File: src/rtl/multicycle_ctrl_if.sv
// Control bundle between the multicycle controller (master) and the datapath (slave).
// MEM_STALL_EN adds the mem_ready handshake from memory.
interface multicycle_ctrl_if;
   logic [6:0] op;
   logic [2:0] funct3;
   logic       funct7b5;
   logic       zero;
`ifdef MEM_STALL_EN
   logic       mem_ready;
`endif
   logic [1:0] immsrc;
   logic [1:0] alusrca;
   logic [1:0] alusrcb;
   logic [2:0] alucontrol;
   logic [1:0] resultsrc;
   logic       adrsrc;
   logic       irwrite;
   logic       pcwrite;
   logic       regwrite;
   logic       memwrite;
   logic       instr_done;
   logic       illegal_op;

   modport master (
      input  op, funct3, funct7b5, zero,
`ifdef MEM_STALL_EN
      input  mem_ready,
`endif
      output immsrc, alusrca, alusrcb, alucontrol, resultsrc, adrsrc,
      output irwrite, pcwrite, regwrite, memwrite, instr_done, illegal_op
   );

   modport slave (
      output op, funct3, funct7b5, zero,
`ifdef MEM_STALL_EN
      output mem_ready,
`endif
      input  immsrc, alusrca, alusrcb, alucontrol, resultsrc, adrsrc,
      input  irwrite, pcwrite, regwrite, memwrite, instr_done, illegal_op
   );
endinterface

File: src/rtl/multicycle_ctrl.sv
// Moore main controller for the multicycle RV32I-subset core (lw, sw, R, I, beq, jal).
// Optional MEM_STALL_EN: FETCH/MEMREAD/MEMWRITE wait on mem_ready.
module multicycle_ctrl (
   input  logic              clk,
   input  logic              reset,
   multicycle_ctrl_if.master bus
);
   localparam int unsigned STATE_W = 4;

   localparam logic [STATE_W-1:0] FETCH    = 4'd0;
   localparam logic [STATE_W-1:0] DECODE   = 4'd1;
   localparam logic [STATE_W-1:0] MEMADR   = 4'd2;
   localparam logic [STATE_W-1:0] MEMREAD  = 4'd3;
   localparam logic [STATE_W-1:0] MEMWB    = 4'd4;
   localparam logic [STATE_W-1:0] MEMWRITE = 4'd5;
   localparam logic [STATE_W-1:0] EXECUTER = 4'd6;
   localparam logic [STATE_W-1:0] EXECUTEI = 4'd7;
   localparam logic [STATE_W-1:0] ALUWB    = 4'd8;
   localparam logic [STATE_W-1:0] BEQ      = 4'd9;
   localparam logic [STATE_W-1:0] JAL      = 4'd10;

   localparam logic [6:0] OP_LW  = 7'b0000011;
   localparam logic [6:0] OP_SW  = 7'b0100011;
   localparam logic [6:0] OP_R   = 7'b0110011;
   localparam logic [6:0] OP_I   = 7'b0010011;
   localparam logic [6:0] OP_BEQ = 7'b1100011;
   localparam logic [6:0] OP_JAL = 7'b1101111;

   localparam logic [2:0] ALU_ADD = 3'b000;
   localparam logic [2:0] ALU_SUB = 3'b001;
   localparam logic [2:0] ALU_AND = 3'b010;
   localparam logic [2:0] ALU_OR  = 3'b011;
   localparam logic [2:0] ALU_SLT = 3'b101;

   logic [STATE_W-1:0] state, state_nx;
   logic       mem_rdy;
   logic [2:0] funct_alu;
   logic       adrsrc_c, irwrite_c, pcupdate_c, branch_c;
   logic       regwrite_c, memwrite_c, done_c, illegal_c;
   logic [1:0] alusrca_c, alusrcb_c, resultsrc_c;
   logic [2:0] alucontrol_c;

`ifdef MEM_STALL_EN
   assign mem_rdy = bus.mem_ready;
`else
   assign mem_rdy = 1'b1;
`endif

   always_ff @(posedge clk or posedge reset) begin
      if (reset) state <= FETCH;
      else       state <= state_nx;
   end

   // ALU operation for R/I-type; sub only for R-type with funct7b5 set
   always_comb begin
      funct_alu = ALU_ADD;
      case (bus.funct3)
         3'b000:  funct_alu = (bus.op[5] && bus.funct7b5) ? ALU_SUB : ALU_ADD;
         3'b010:  funct_alu = ALU_SLT;
         3'b110:  funct_alu = ALU_OR;
         3'b111:  funct_alu = ALU_AND;
         default: funct_alu = ALU_ADD;
      endcase
   end

   always_comb begin
      state_nx     = FETCH;
      adrsrc_c     = 1'b0;
      alusrca_c    = 2'b00;
      alusrcb_c    = 2'b00;
      alucontrol_c = ALU_ADD;
      resultsrc_c  = 2'b00;
      irwrite_c    = 1'b0;
      pcupdate_c   = 1'b0;
      branch_c     = 1'b0;
      regwrite_c   = 1'b0;
      memwrite_c   = 1'b0;
      done_c       = 1'b0;
      illegal_c    = 1'b0;
      case (state)
         FETCH: begin
            alusrcb_c   = 2'b10;
            resultsrc_c = 2'b10;
            irwrite_c   = mem_rdy;
            pcupdate_c  = mem_rdy;
            state_nx    = mem_rdy ? DECODE : FETCH;
         end
         DECODE: begin
            alusrca_c = 2'b01;
            alusrcb_c = 2'b01;
            case (bus.op)
               OP_LW, OP_SW: state_nx = MEMADR;
               OP_R:         state_nx = EXECUTER;
               OP_I:         state_nx = EXECUTEI;
               OP_BEQ:       state_nx = BEQ;
               OP_JAL:       state_nx = JAL;
               default: begin
                  illegal_c = 1'b1;
                  state_nx  = FETCH;
               end
            endcase
         end
         MEMADR: begin
            alusrca_c = 2'b10;
            alusrcb_c = 2'b01;
            state_nx  = bus.op[5] ? MEMWRITE : MEMREAD;
         end
         MEMREAD: begin
            adrsrc_c = 1'b1;
            state_nx = mem_rdy ? MEMWB : MEMREAD;
         end
         MEMWB: begin
            resultsrc_c = 2'b01;
            regwrite_c  = 1'b1;
            done_c      = 1'b1;
         end
         MEMWRITE: begin
            adrsrc_c   = 1'b1;
            memwrite_c = mem_rdy;
            done_c     = mem_rdy;
            state_nx   = mem_rdy ? FETCH : MEMWRITE;
         end
         EXECUTER: begin
            alusrca_c    = 2'b10;
            alucontrol_c = funct_alu;
            state_nx     = ALUWB;
         end
         EXECUTEI: begin
            alusrca_c    = 2'b10;
            alusrcb_c    = 2'b01;
            alucontrol_c = funct_alu;
            state_nx     = ALUWB;
         end
         ALUWB: begin
            regwrite_c = 1'b1;
            done_c     = 1'b1;
         end
         BEQ: begin
            alusrca_c    = 2'b10;
            alucontrol_c = ALU_SUB;
            branch_c     = 1'b1;
            done_c       = 1'b1;
         end
         JAL: begin
            alusrca_c  = 2'b01;
            alusrcb_c  = 2'b10;
            pcupdate_c = 1'b1;
            state_nx   = ALUWB;
         end
         default: state_nx = FETCH;
      endcase
   end

   // immediate format follows the opcode in every state
   always_comb begin
      case (bus.op)
         OP_SW:   bus.immsrc = 2'b01;
         OP_BEQ:  bus.immsrc = 2'b10;
         OP_JAL:  bus.immsrc = 2'b11;
         default: bus.immsrc = 2'b00;
      endcase
   end

   // reset forces every write strobe low; selects already show FETCH
   assign bus.alusrca    = alusrca_c;
   assign bus.alusrcb    = alusrcb_c;
   assign bus.alucontrol = alucontrol_c;
   assign bus.resultsrc  = resultsrc_c;
   assign bus.adrsrc     = adrsrc_c;
   assign bus.irwrite    = irwrite_c  & ~reset;
   assign bus.pcwrite    = (pcupdate_c | (branch_c & bus.zero)) & ~reset;
   assign bus.regwrite   = regwrite_c & ~reset;
   assign bus.memwrite   = memwrite_c & ~reset;
   assign bus.instr_done = done_c     & ~reset;
   assign bus.illegal_op = illegal_c  & ~reset;
endmodule

File: src/flat_wrapper.sv
// flat-port wrapper written by rule: the top's interface ports become plain ports
module multicycle_ctrl_flat 
  (clk, reset, bus_op, bus_funct3, bus_funct7b5, bus_zero, bus_immsrc, bus_alusrca, bus_alusrcb, bus_alucontrol, bus_resultsrc, bus_adrsrc, bus_irwrite, bus_pcwrite, bus_regwrite, bus_memwrite, bus_instr_done, bus_illegal_op);
  multicycle_ctrl_if bus_i ();
  input  logic clk;
  input  logic reset;
  input wire logic [$bits(bus_i.op)-1:0] bus_op;
  input wire logic [$bits(bus_i.funct3)-1:0] bus_funct3;
  input wire logic [$bits(bus_i.funct7b5)-1:0] bus_funct7b5;
  input wire logic [$bits(bus_i.zero)-1:0] bus_zero;
  output wire logic [$bits(bus_i.immsrc)-1:0] bus_immsrc;
  output wire logic [$bits(bus_i.alusrca)-1:0] bus_alusrca;
  output wire logic [$bits(bus_i.alusrcb)-1:0] bus_alusrcb;
  output wire logic [$bits(bus_i.alucontrol)-1:0] bus_alucontrol;
  output wire logic [$bits(bus_i.resultsrc)-1:0] bus_resultsrc;
  output wire logic [$bits(bus_i.adrsrc)-1:0] bus_adrsrc;
  output wire logic [$bits(bus_i.irwrite)-1:0] bus_irwrite;
  output wire logic [$bits(bus_i.pcwrite)-1:0] bus_pcwrite;
  output wire logic [$bits(bus_i.regwrite)-1:0] bus_regwrite;
  output wire logic [$bits(bus_i.memwrite)-1:0] bus_memwrite;
  output wire logic [$bits(bus_i.instr_done)-1:0] bus_instr_done;
  output wire logic [$bits(bus_i.illegal_op)-1:0] bus_illegal_op;
  assign bus_i.op = bus_op;
  assign bus_i.funct3 = bus_funct3;
  assign bus_i.funct7b5 = bus_funct7b5;
  assign bus_i.zero = bus_zero;
  assign bus_immsrc = bus_i.immsrc;
  assign bus_alusrca = bus_i.alusrca;
  assign bus_alusrcb = bus_i.alusrcb;
  assign bus_alucontrol = bus_i.alucontrol;
  assign bus_resultsrc = bus_i.resultsrc;
  assign bus_adrsrc = bus_i.adrsrc;
  assign bus_irwrite = bus_i.irwrite;
  assign bus_pcwrite = bus_i.pcwrite;
  assign bus_regwrite = bus_i.regwrite;
  assign bus_memwrite = bus_i.memwrite;
  assign bus_instr_done = bus_i.instr_done;
  assign bus_illegal_op = bus_i.illegal_op;
  multicycle_ctrl u_core (.clk(clk), .reset(reset), .bus(bus_i));
endmodule
File: config.mk
export PLATFORM = sky130hd
export DESIGN_NAME = multicycle_ctrl_flat
export DESIGN_NICKNAME = d
export VERILOG_FILES = /design/src/rtl/multicycle_ctrl_if.sv /design/src/rtl/multicycle_ctrl.sv /design/src/flat_wrapper.sv
export SDC_FILE = /design/constraint.sdc
export NUM_CORES = 1
export LEC_CHECK = 0
export ABC_AREA = 1
export BUFFER_PORTS_ARGS = -buffer_cell sky130_fd_sc_hd__buf_4
export CORE_AREA = 4 4 41 43
export DETAILED_ROUTE_END_ITERATION = 6
export DIE_AREA = 0 0 45 47
export PLACE_DENSITY = 0.67
export SLEW_MARGIN = 10
export SYNTH_ARGS = -nofsm -noshare
export SYNTH_HDL_FRONTEND = slang
export SYNTH_SLANG_ARGS = --single-unit
File: constraint.sdc
create_clock -name clk -period 3.5 [get_ports clk]
set_clock_uncertainty 0.15 [all_clocks]
set_input_delay 0.35 -clock clk [delete_from_list [all_inputs] [get_ports clk]]
set_output_delay 0.35 -clock clk [all_outputs]
set_load 0.05 [all_outputs]
==> results of run 1 <==
==> cells in the mapped netlist <==
cell type	count
inv_1	15
nor2_2	3
a21oi_1	2
nand4_1	2
o211ai_1	1
dfrtp_1	4
nor2_1	19
inv_2	1
nand2_1	27
nand3_1	9
o21ai_0	1
nand3b_1	2
nor3_1	2
==> layout by cell type, fill, tap and decap left out <==
cell type / n
a21oi_1: 2
dfrtp_1: 4
nor3_1: 2
nand3b_1: 2
inv_2: 1
o211ai_1: 1
inv_1: 15
buf_4: 31
clkbuf_4: 3
nor2_2: 3
nand4_1: 2
nor2_1: 19
dlygate4sd3_1: 1
nand3_1: 9
o21ai_0: 1
nand2_1: 27
==> cell families (layout without fill, tap and decap cells) <==
logic type | Yosys count | after routing
compound gates | 4 | 4
buf+inv | 16 | 51
flops | 4 | 4
simple gates | 64 | 64
==> how the worst min path moves through the flow <==
stage	from	endpoint	slack [ns]	cells after the start
floorplan	reset	u_core.state[0]$_DFF_PP0_	-0.03	1
global placement	reset	u_core.state[2]$_DFF_PP0_	0.14	2
detailed placement	reset	u_core.state[0]$_DFF_PP0_	0.14	2
CTS	bus_op[4]	u_core.state[2]$_DFF_PP0_	0.24	3
global route	bus_op[5]	u_core.state[2]$_DFF_PP0_	0.26	3
finish	bus_op[4]	u_core.state[2]$_DFF_PP0_	0.26	3
==> cell type report <==
type | instances | area [um^2] | area share (%)
tap | 15 | 18.8 | 2.53
timing repair buffer | 32 | 243 | 32.8
sequential | 4 | 100 | 13.5
clock buffer | 3 | 22.5 | 3.04
inverter | 16 | 60.1 | 8.11
multi-input combinational | 68 | 297 | 40.0
==> metrics by stage <==
stage | utilization, % | power, uW | setup slack [ns]
floorplan | - | 277 | 1.21
global placement | 54.4 | 368 | 1.79
detailed placement | 54.4 | 368 | 1.74
CTS | 56.9 | 427 | 1.42
global route | 56.9 | 456 | 1.34
finish | 56.9 | 422 | 1.43
==> critical path: stages <==
cell and delay [ns]:
dlygate4sd3_1 0.54, buf_4 0.16, inv_1 0.14, nand2_1 0.08
nor2_1 0.10, buf_4 0.20
==> report_power, final <==
group / total (uW) / internal (uW) / switching, uW / leakage, uW
registers: 66.8 / 53.8 / 13.0 / 0.0000535
clock network: 55.8 / 38.3 / 17.5 / 0.0000138
logic: 300 / 84.7 / 215 / 0.000404
total: 422 / 177 / 246 / 0.000472
==> repair_timing <==
item | CTS | global route
hold endpoints to repair | 4 | 0
gates resized for setup | 0 | 0
hold buffers | 1 | 0
==> per-layer routing <==
metal	track usage, %	up-vias
met1	16.1	282
met3	1.15	0
met5	0	-
li1	-	343
met2	23.4	18
met4	8.77	0
==> metrics.md, run 1 <==
| Metric | Value |
|---|---|
| Inserted Clock Buffers | 3 |
| Crit path launch | reset |
| Simple-gate area share of the yosys netlist | 60.0% |
| Final Hold Vio Count | 0 |
| Post-Synth Adder-Cell Area | 0% |
| All-layer global routing usage | 13.5% |
| DRC Markers | 0 |
| Post-synthesis compound-gate area fraction | 4.93% |
| Post-synthesis xor/xnor area fraction | 0% |
| Die width | 45 um |
| Area leader, netlist | nand2_1 |
| Final Setup Violations | 0 |
| Outcome | complete, no violations |
| CTS sink cnt | 4 |
| Routability cong. | 0.783 |
| Syn_area_per_cell | 5.19 um^2 |
| Main combinational cell family by area after synthesis | simple AND/OR/NAND/NOR gates |
| Number of fill cells | 148 |
| Root Driver | clkbuf_4 |
| First-pass GRT wire length | 2.15 mm |
| Clock Latency Late Sink | 0.23 ns |
| HPWL after detailed placement | 1.12 mm |
| Setup TNS Final | 0 ns |
| Die height | 47 um |
| Mapped cell area | 457 um^2 |
| Worst setup EP type | output pin |
| FF+latch count, synth | 4 |
| Synthesis warning total | 0 |
| Fin area | 741 um^2 |
| CTS tree | done |
| Final worst path period share | 59.2% |
| Diodes inserted | 0 |
| CTS Buffer Depth | 2 |
| Critical R2R Capture | u_core.state[2]$_DFF_PP0_ |
| IO Port Bufs | 31 |
| NumNets Final | 139 |
| Area share of the largest cell type after synthesis | 22.2% |
| CP Capture Point | bus_illegal_op |
| Maximum number of pins on one net before global-route repair | 8 |
| Dominant cells by area after synthesis | nand2_1, dfrtp_1, nor2_1, inv_1, nand3_1 |
| Via total after detailed routing | 643 |
| Max reg flops | 4 |
| Routed wire length | 1.32 mm |
| Worst EP arrival | 1.57 ns |
| Leak | 0.000472 uW |
| Crit Path Class | input port to output pin |
| Top flop regs | u_core.state x4 |
| Via density | 4.66 |
| Initial DRC Count | 7 |
| Multiplexer area fraction after synthesis | 0% |
| Worst Reg2Reg Path Length in Cells | 5 |
| Register area share after synthesis | 21.9% |
| Vias in the first global route | 551 |
| Synthesized instance count | 88 |
| Tmin final | 2.07 ns |
| Largest vdd supply drop | 0.198 mV |
| Critical-path maximum fanout | 6 |
| Area grow syn2layout | 62.2% |
| FF-to-FF setup slack | 2.18 ns |
| FMAX | 482 MHz |
| DR top layer | met3 |
| Clk pin slew, worst setup/hold paths | 0.04 ns |
| Met2 WL | 693 um |
| Row count | 13 |
| Dpl cells | 134 |
| Initial antenna violation count | 0 |
| Layout cells sized above 1 | 30.9% |
| Final hold slack | 0.262 ns |
| Grt total ovfl | 0 |
| Yosys cell types | 13 |
| Slew headroom | 81.2% |
| RSZ-0062 raised after global routing | no |
| DR WL met3 | 78 um |
| Worst EP required | 3.00 ns |
| Power per standard cell area | 570 nW/um^2 |
| Die Area | 2120 um^2 |
| Placed cell area | 708 um^2 |
| Metal-1 WL | 543 um |
| Least-Margin Pin Slew | 0.280 ns |
| Detail Route Antenna Nets | 0 |
| H-Tree Depth | 1 |
| WL/cell | 9.53 um |
| Worst R2R Start | u_core.state[3]$_DFF_PP0_ |
| Max Cap Violations | 0 |
| Worst Setup Start Kind | input port |
| Mapped Nets | 102 |
| Drt first pass iters | 5 |
| Most flops, register | u_core.state |
| Setup bufs post-CTS | 0 |
| Initial Util | 35.1% |
| Max-slew violation count | 0 |
| Hold Crit Class | input port to register |
| I/O pin cnt | 32 |
| Core Region | 1300 um^2 |
| Final non-filler cell total | 138 |
Note: power is estimated with default switching activity, not from simulation.
==> run 2: changes to the inputs <==
--- a/config.mk
+++ b/config.mk
@@ -7,10 +7,10 @@
 export LEC_CHECK = 0
 export ABC_AREA = 1
 export BUFFER_PORTS_ARGS = -buffer_cell sky130_fd_sc_hd__buf_4
-export CORE_AREA = 4 4 41 43
+export CORE_MARGIN = 4
+export CORE_UTILIZATION = 35
 export DETAILED_ROUTE_END_ITERATION = 6
-export DIE_AREA = 0 0 45 47
-export PLACE_DENSITY = 0.67
+export PLACE_DENSITY = 0.71
 export SLEW_MARGIN = 10
 export SYNTH_ARGS = -nofsm -noshare
 export SYNTH_HDL_FRONTEND = slang
==> constraint.sdc (replaced) <==
create_clock -name clk -period 1.9 [get_ports clk]
set_clock_uncertainty 0.15 [all_clocks]
set_input_delay 0.19 -clock clk [delete_from_list [all_inputs] [get_ports clk]]
set_output_delay 0.19 -clock clk [all_outputs]
set_load 0.05 [all_outputs]
==> run 2 against run 1 <==
Against the previous run: utilization increased by 7.3 points; clock-buffer cell count unchanged; routed wire length decreased by 3.5%; non-clock buffer count unchanged; cell count decreased by 0.72%; sequential power increased by 87%; register-to-register slack got worse by 1.6 ns; largest cell class unchanged.
==> metrics.md, run 2 (synthesized netlist as in run 1, its figures left out) <==
| Metric | Value |
|---|---|
| Outcome | complete, no violations |
| Area grow syn2layout | 64.7% |
| Worst setup EP type | output pin |
| Critical R2R Capture | u_core.state[0]$_DFF_PP0_ |
| Slew headroom | 84.8% |
| Root Driver | clkbuf_4 |
| Hold Crit Start | bus_op[5] |
| Die width | 44.1 um |
| Worst R2R Start | u_core.state[1]$_DFF_PP0_ |
| CP peak stage delay | 0.43 ns |
| Core Region | 1170 um^2 |
| DRC Markers | 0 |
| Crit-path cells | inv_2, nand2_1, nor2_2, nand2_1, nor2_1, buf_4 |
| Die height | 44.1 um |
| Vias in the first global route | 567 |
| Worst EP required | 1.56 ns |
| Most flops, register | u_core.state |
| CTS Buffer Depth | 2 |
| All-layer global routing usage | 13.7% |
| IO Port Bufs | 31 |
| Final hold slack | 0.0916 ns |
| Inserted Clock Buffers | 3 |
| Number of fill cells | 122 |
| NumNets Final | 139 |
| Worst Reg2Reg Path Length in Cells | 5 |
| Max Cap Violations | 0 |
| Clk pin slew, worst setup/hold paths | 0.04 ns |
| Detail Route Antenna Nets | 0 |
| FMAX | 557 MHz |
| Worst EP arrival | 1.46 ns |
| Critical-path maximum fanout | 6 |
| Layout cells sized above 1 | 33.3% |
| Hold Crit Class | input port to register |
| Hold depth | 3 |
| CTS sink cnt | 4 |
| HPWL after detailed placement | 1.10 mm |
| Final Hold Vio Count | 0 |
| Die Area | 1950 um^2 |
| Placed cell area | 709 um^2 |
| Diodes inserted | 0 |
| Crit path launch | u_core.state[1]$_DFF_PP0_ |
| Largest vdd supply drop | 0.494 mV |
| Final non-filler cell total | 137 |
| Commonest cells after routing, fill and taps aside | buf_4, nand2_1, nor2_1 |
| Initial antenna violation count | 0 |
| Dpl cells | 133 |
| I/O pin cnt | 32 |
| Least-Margin Pin Slew | 0.228 ns |
| Initial DRC Count | 11 |
| WP buf/inv | 2 |
| Post-layout util | 64.2% |
| Worst Setup Start Kind | register |
| Drt first pass iters | 4 |
| Fin area | 752 um^2 |
| RSZ-0062 raised after global routing | no |
| Setup bufs post-CTS | 0 |
| Tmin final | 1.80 ns |
| Clock Latency Late Sink | 0.23 ns |
| Top flop regs | u_core.state x4 |
| Worst path depth | 6 |
| Max-slew violation count | 0 |
| Leak | 0.000473 uW |
| Hold-critical path endpoint | u_core.state[2]$_DFF_PP0_ |
| Initial Util | 39.0% |
| Commonest non-fill, non-tap cell in the layout | buf_4 |
| H-Tree Depth | 1 |
| Via total after detailed routing | 627 |
| First-pass GRT wire length | 2.13 mm |
| Row count | 12 |
| Via density | 4.58 |
| Power per standard cell area | 1040 nW/um^2 |
| CTS tree | done |
| Maximum number of pins on one net before global-route repair | 8 |
| Most frequent CP cell | nand2_1 |
| Grt total ovfl | 0 |
| Final Setup Violations | 0 |
| CP top delay family | simple AND/OR/NAND/NOR gates |
| WL/cell | 9.26 um |
| Routability cong. | 0.749 |
| Max reg flops | 4 |
| Crit Path Class | register to output pin |
| FF-to-FF setup slack | 0.61 ns |
| Routed wire length | 1.27 mm |
| Final worst path period share | 94.5% |
| Crit path max-delay cell type | dfrtp_1 |
## run 2: cell count changes in the layout (fill, tap and decap cells not counted)
cell	delta
nor2_1	-3
nor2_2	+2
nor2_4	+1
## run 2: cell type report
cell class	instances	area, um^2	share of cell area (%)
Clock buffer	3	22.5	3.00
Multi-Input combinational cell	68	309	41.1
Timing Repair Buffer	32	243	32.3
Inverter	16	60.1	7.99
Sequential cell	4	100	13.3
Tap cell	14	17.5	2.33
## run 2: tightest hold or removal path: stages
cell      delay, ns
buf_4          0.11
o211ai_1       0.08
nand2_1        0.06
## run 2: worst max path at each step
stage                     slack [ns]        endpoint
after global routing           0.003     bus_pcwrite
after CTS                       0.06  bus_illegal_op
after detailed placement        0.30  bus_illegal_op
after floorplan                -0.14  bus_instr_done
after global placement          0.35  bus_illegal_op
final                           0.10  bus_illegal_op
## run 2: metrics by stage
stage	setup TNS (ns)	setup WS, ns	total power, uW
final	0	0.104	781
after global routing	0	0.00323	836
after CTS	0	0.0563	787
after detailed placement	0	0.297	683
after global placement	0	0.349	680
after floorplan	-0.304	-0.143	514
## run 2: per-layer routing
layer	part of all wire (%)	routed length [um]	up-vias	track usage, %
li1	-	-	344	-
met1	40	507	265	16.1
met2	54	681	18	25.0
met3	6.3	80	0	1.63
met4	0	0	0	5.42
met5	0	0	-	0
## run 2: power by group
group	leakage (uW)	internal [uW]	switching [uW]
Sequential	0.0000535	99.2	25.6
Clock	0.0000138	70.2	29.1
Combinational	0.000406	158	399
## run 2: repair_timing
| action | 4_1_cts | 5_1_grt |
|---|---|---|
| endpoints found under the hold margin | 4 | 0 |
| hold buffers | 1 | 0 |
| gates resized for setup | 0 | 3 |
| setup endpoints to repair | 0 | 7 |
